$ cat src/rtl/fetch_stage.sv
// fetch_stage: MIPS IF stage -- PC register, next-PC select, instruction-memory addressing and F/D register.
// Ports: clk, reset (async active-low); stall freezes PC and F/D; npc_op and d_* come from the D stage
// and select the next PC; imem_addr/imem_rdata form a combinational instruction-memory read;
// f_pc is the fetch PC; fd_instr/fd_pc/fd_pc8/fd_valid are the F/D register; d_bgez_con is the bgez condition.
module fetch_stage #(
  parameter logic [31:0] PC_RESET = 32'h0000_3000,
  parameter int          IM_AW    = 12
) (
  input  logic             clk,
  input  logic             reset,
  input  logic             stall,
  input  logic [4:0]       npc_op,
  input  logic [31:0]      d_pc,
  input  logic [15:0]      d_imm16,
  input  logic [25:0]      d_imm26,
  input  logic [31:0]      d_rs_val,
  input  logic [31:0]      d_rt_val,
  output logic [IM_AW-1:0] imem_addr,
  input  logic [31:0]      imem_rdata,
  output logic [31:0]      f_pc,
  output logic             d_bgez_con,
  output logic [31:0]      fd_instr,
  output logic [31:0]      fd_pc,
  output logic [31:0]      fd_pc8,
  output logic             fd_valid
);
  logic [31:0] offs, pc4, bt, jt, npc;
  logic        in_range, annul;
  assign offs       = f_pc - PC_RESET;
  assign imem_addr  = offs[IM_AW+1:2];
  // Unsigned offset comparison also rejects PCs below PC_RESET, which wrap to huge offsets.
  assign in_range   = ({1'b0, offs} < (33'd4 << IM_AW)) && (f_pc[1:0] == 2'b00);
  assign d_bgez_con = ~d_rs_val[31];
  assign pc4        = f_pc + 32'd4;
  assign bt         = d_pc + 32'd4 + {{14{d_imm16[15]}}, d_imm16, 2'b00};
  assign jt         = {d_pc[31:28], d_imm26, 2'b00};
  assign fd_pc8     = fd_pc + 32'd8;
  // An untaken bgezall squashes its delay slot; the PC still falls through to pc+4.
  assign annul      = (npc_op == 5'd4) && !d_bgez_con;
  always_comb begin
    npc = (npc_op == 5'd3) ? d_rs_val :
          (npc_op == 5'd2) ? jt :
          ((npc_op == 5'd1) && (d_rs_val == d_rt_val)) ? bt :
          (((npc_op == 5'd4) || (npc_op == 5'd5)) && d_bgez_con) ? bt : pc4;
  end
  always_ff @(posedge clk or negedge reset) begin
    if (!reset) begin
      f_pc     <= PC_RESET;
      fd_instr <= 32'd0;
      fd_pc    <= 32'd0;
      fd_valid <= 1'b0;
    end else if (!stall) begin
      f_pc     <= npc;
      fd_pc    <= f_pc;
      fd_instr <= (annul || !in_range) ? 32'd0 : imem_rdata;
      fd_valid <= !annul && in_range;
    end
  end
endmodule

$ cat config.mk
export PLATFORM = sky130hd
export DESIGN_NAME = fetch_stage
export DESIGN_NICKNAME = d
export VERILOG_FILES = /design/src/rtl/fetch_stage.sv
export SDC_FILE = /design/constraint.sdc
export NUM_CORES = 1
export LEC_CHECK = 0
export BUFFER_PORTS_ARGS = -buffer_cell sky130_fd_sc_hd__buf_2
export CAP_MARGIN = 20
export CORE_UTILIZATION = 50
export CTS_CLUSTER_DIAMETER = 40
export CTS_CLUSTER_SIZE = 20
export DETAILED_ROUTE_END_ITERATION = 10
export PLACE_DENSITY = 0.82
export SETUP_SLACK_MARGIN = 0.1
export SYNTH_ARGS = -nofsm -noshare
export SYNTH_HDL_FRONTEND = slang
export SYNTH_SLANG_ARGS = --single-unit
$ cat constraint.sdc
create_clock -name clk -period 2.53 [get_ports clk]
set_input_delay 0.253 -clock clk [delete_from_list [all_inputs] [get_ports clk]]
set_output_delay 0.253 -clock clk [all_outputs]
set_load 0.005 [all_outputs]
==> run_results.csv <==
group,metric,value,unit
power_and_ir_drop,power_frac_seq,33.4,%
power_and_ir_drop,p_sw_share,38.1,%
finish,nFillCells,1109,
yosys,ys_seq_area_share,30.5,%
route,drcViolationCount,0,
critical_path,crit_family,"compound AO/OA/AOI/OAI gates",
yosys,synth-edff-count,0,
yosys,yosys-top-cells-count,"dfrtp_1 (95), nand2_1 (76), xnor2_1 (68)",
timing,fin_skew,7.36,ps
clocking,cts_root_buf,"clkbuf_16",
yosys,netlist_area,7950,sq um
die,coreArea,15400,sq um
hold_path,hp-class,"in -> reg",
finish,syn_to_final_growth,44.7,%
hold_path,holdCritStartpoint,"imem_rdata[5]",
route,dr_total_vias,8775,
power_and_ir_drop,p_int,4.02,mW
power_and_ir_drop,power.switching,2.47,mW
clocking,clkLatencyLatePin,340,ps
global_route,grt_usage,33.1,%
die,rows,45,
clocking,htree_levels,3,
die,die-area,16400,sq um
die,initial_utilization,51.7,%
global_route,use_met3,5.51,%
critical_path,reg2reg_slack,210,ps
clocking,cts_made_buffers,9,
clocking,numClockSinks,97,
timing,slew_viol_final,0,
route,drt_first_pass_iters,6,
route,drt-initial-drc-count,662,
hold_path,whs_path_depth,2,
placed_design,gp_congestion,0.945,
yosys,synth_ff_type,"dfrtp_1",
critical_path,crit_fanout,3,
timing,finalHoldViolations,0,
yosys,yosysTopAreaCellShare,29.9,%
yosys,synth_warnings,0,
timing,setup_violations,2,
global_route,grt_use_met2,54.4,%
timing,finalCritPeriodShare,101,%
global_route,grt_max_degree,77,
critical_path,startpoint_type,"primary input",
timing,period_minus_slack,2550,ps
global_route,grt_pass1_wl,42100,um
timing,worstMarginPinSlew,1080,ps
clocking,cts_buffer_depth,2,
timing,rsz0062_at_grt,"yes",
critical_path,rr_startpoint,"f_pc[13]",
yosys,syn-instance-count,877,
power_and_ir_drop,powerDensity,564,nW/um^2
critical_path,rr_worst_depth,9,
critical_path,rr_endpoint,"f_pc[28]",
placed_design,port_buffers,319,
critical_path,critPathSlowestCell,"o31a_1",
yosys,ys_seq_elements,97,
die,ioPinCount,320,
die,fp.dieW,128,um
yosys,synth_fp_nets,1116,
timing,max_freq,0.393,GHz
yosys,synth_largest_area_cell,"dfrtp_1",
timing,slew_headroom,26.3,%
run_status,outcome,"finished, violations left",
finish,multi_input_area,5610,sq um
power_and_ir_drop,leakage,5.67,nW
die,chipHeight,128,um
yosys,synth.top_cells.by_area,"dfrtp_1 (30%), ha_1 (9.4%), xnor2_1 (7.5%)",
placed_design,dp_hpwl,21800,um
global_route,met1_usage,43.8,%
route,wl_per_cell,19.3,um
critical_path,crit_chain,"buf_2 -> ha_1 -> ha_4 -> a21oi_2 -> nand2_1 -> o31a_1 -> buf_4 -> a2111oi_4 -> nor2_2 -> xnor2_1 -> o21ai_1 -> a221oi_1",
yosys,yosysUniqueCellTypes,78,
route,ant_nets,0,
critical_path,cpPeakStageDelay,340,ps
finish,layout-drive-gt1-share,45.1,%
critical_path,worst-path-buf-inv,2,
global_route,gr-max-usage-layer,"met2",
global_route,grt-ovfl-total,0,
finish,ff_latch_area,2430,sq um
route,vias_per_cell,5.81,
run,cap_violations,0,
run_status,violations,"negative setup slack",
critical_path,crit_path_end_kind,"flip-flop",
finish,fin_cells,1511,
global_route,grt_pass1_vias,8185,
global_route,antenna_found_initial,2,
yosys,syn_avg_cell_area,9.07,sq um
power_and_ir_drop,pwr-share-comb,46.9,%
route,routed_wl,29100,um
timing,setup_ws,-15.2,ps
timing,setup-tns-final,-22.9,ps
yosys,synthMostInstantiatedCell,"dfrtp_1",
power_and_ir_drop,peakVddDrop,340,uV
power_and_ir_drop,pwr-share-clk,19.7,%
clocking,cts_tree,"yes",
critical_path,critical_path_required,2770,ps
placed_design,placed_cells,1469,
critical_path,path_class,"in -> reg",
yosys,synth-async-reset-ratio,100,%
hold_path,whs_endpoint,"fd_instr[5]",
finish,num-nets-final,1532,
clocking,cts.clk_slew.worst_paths,70,ps
critical_path,cp_data_arrival_time,2790,ps
## cell type report
class / instances / area share, %
repair buffers: 462 / 24.5
well taps: 211 / 2.29
inverters: 28 / 0.913
clock buffers: 11 / 2.02
multi-input cells: 695 / 48.7
flip-flops and latches: 97 / 21.1
diodes: 2 / 0.0435
clock inverters: 5 / 0.348
## sequential cells by signal (all words and copies together) (netlist names)
name	flops
f_pc	32
fd_valid	1
fd_instr	32
fd_pc	32
## worst register-to-register path: stages, from the launching register on
cell and delay [ps]:
dfstp_2 560, ha_1 180, nand3_1 80, or4_1 470, nand2b_4 200, nor2_1 150
xnor2_1 160, nor3_1 90, o31ai_1 250, nand2_1 70
## repair_timing
action                                 4_1_cts  5_1_grt
endpoints found under the hold margin       24        0
buffers inserted                             8       14
setup endpoints to repair                   16       28
gates cloned                                 0        1
pin swaps                                   21       30
resized for setup                           19       56
hold buffers                                 1        0
## routing by layer
layer / vias up / part of all wire, %
met5: - / 0
met4: 0 / 3.3
met3: 84 / 8.3
met2: 517 / 48
met1: 4127 / 40
li1: 4047 / -
## layout by cell type (no fill, tap or decap), types with 22 or more instances in the layout
cell type	instances
mux2_2	22
xor2_1	41
nand3_1	23
mux2i_1	26
buf_4	136
nor2_1	41
inv_1	24
nand2_1	74
buf_2	309
a22o_1	39
o21ai_0	43
ha_1	42
xnor2_1	65
a21oi_1	45
dfrtp_1	93
## worst max-delay path by stage
stage	from	end	slack [ps]	cells after the start
3_5_place_dp	d_imm16[0]	f_pc[21]	-350	14
4_1_cts	fd_pc[14]	fd_pc8[31]	50	8
6_report	d_pc[10]	f_pc[21]	-20	12
2_1_floorplan	d_pc[3]	f_pc[31]	-100	11
5_1_grt	d_pc[10]	f_pc[31]	-130	11
3_3_place_gp	d_pc[3]	f_pc[21]	-280	12
## kinds of logic after synthesis
logic type	after synthesis	share of synthesized area, %
simple gates	239	15.2
buf+inv	85	4.94
compound gates	238	21.2
mux	48	6.39
xor+xnor	109	12.0
fa+ha+maj	61	9.69
flops	97	30.5
## stage by stage
step           total power [mW]  setup slack, ps  util (%)  area [sq um]  hold WS (ps)
6_report                   6.49            -15.2      74.9         11500           122
5_1_grt                    6.82             -134      74.9         11500           128
4_1_cts                    6.27             50.0      71.9         11000           119
3_5_place_dp               4.93             -349      68.8         10600           181
3_3_place_gp               4.87             -279      68.8         10600           179
2_1_floorplan              3.62            -95.3         -          8070         -42.6
## power groups by stage
stage          clock [mW]  combinational (mW)  sequential (mW)
2_1_floorplan           0                1.45             2.17
3_3_place_gp            0                2.70             2.17
3_5_place_dp            0                2.74             2.19
4_1_cts              1.28                2.83             2.16
5_1_grt              1.33                3.28             2.20
6_report             1.28                3.04             2.17
Note: power is estimated with default switching activity, not from simulation.
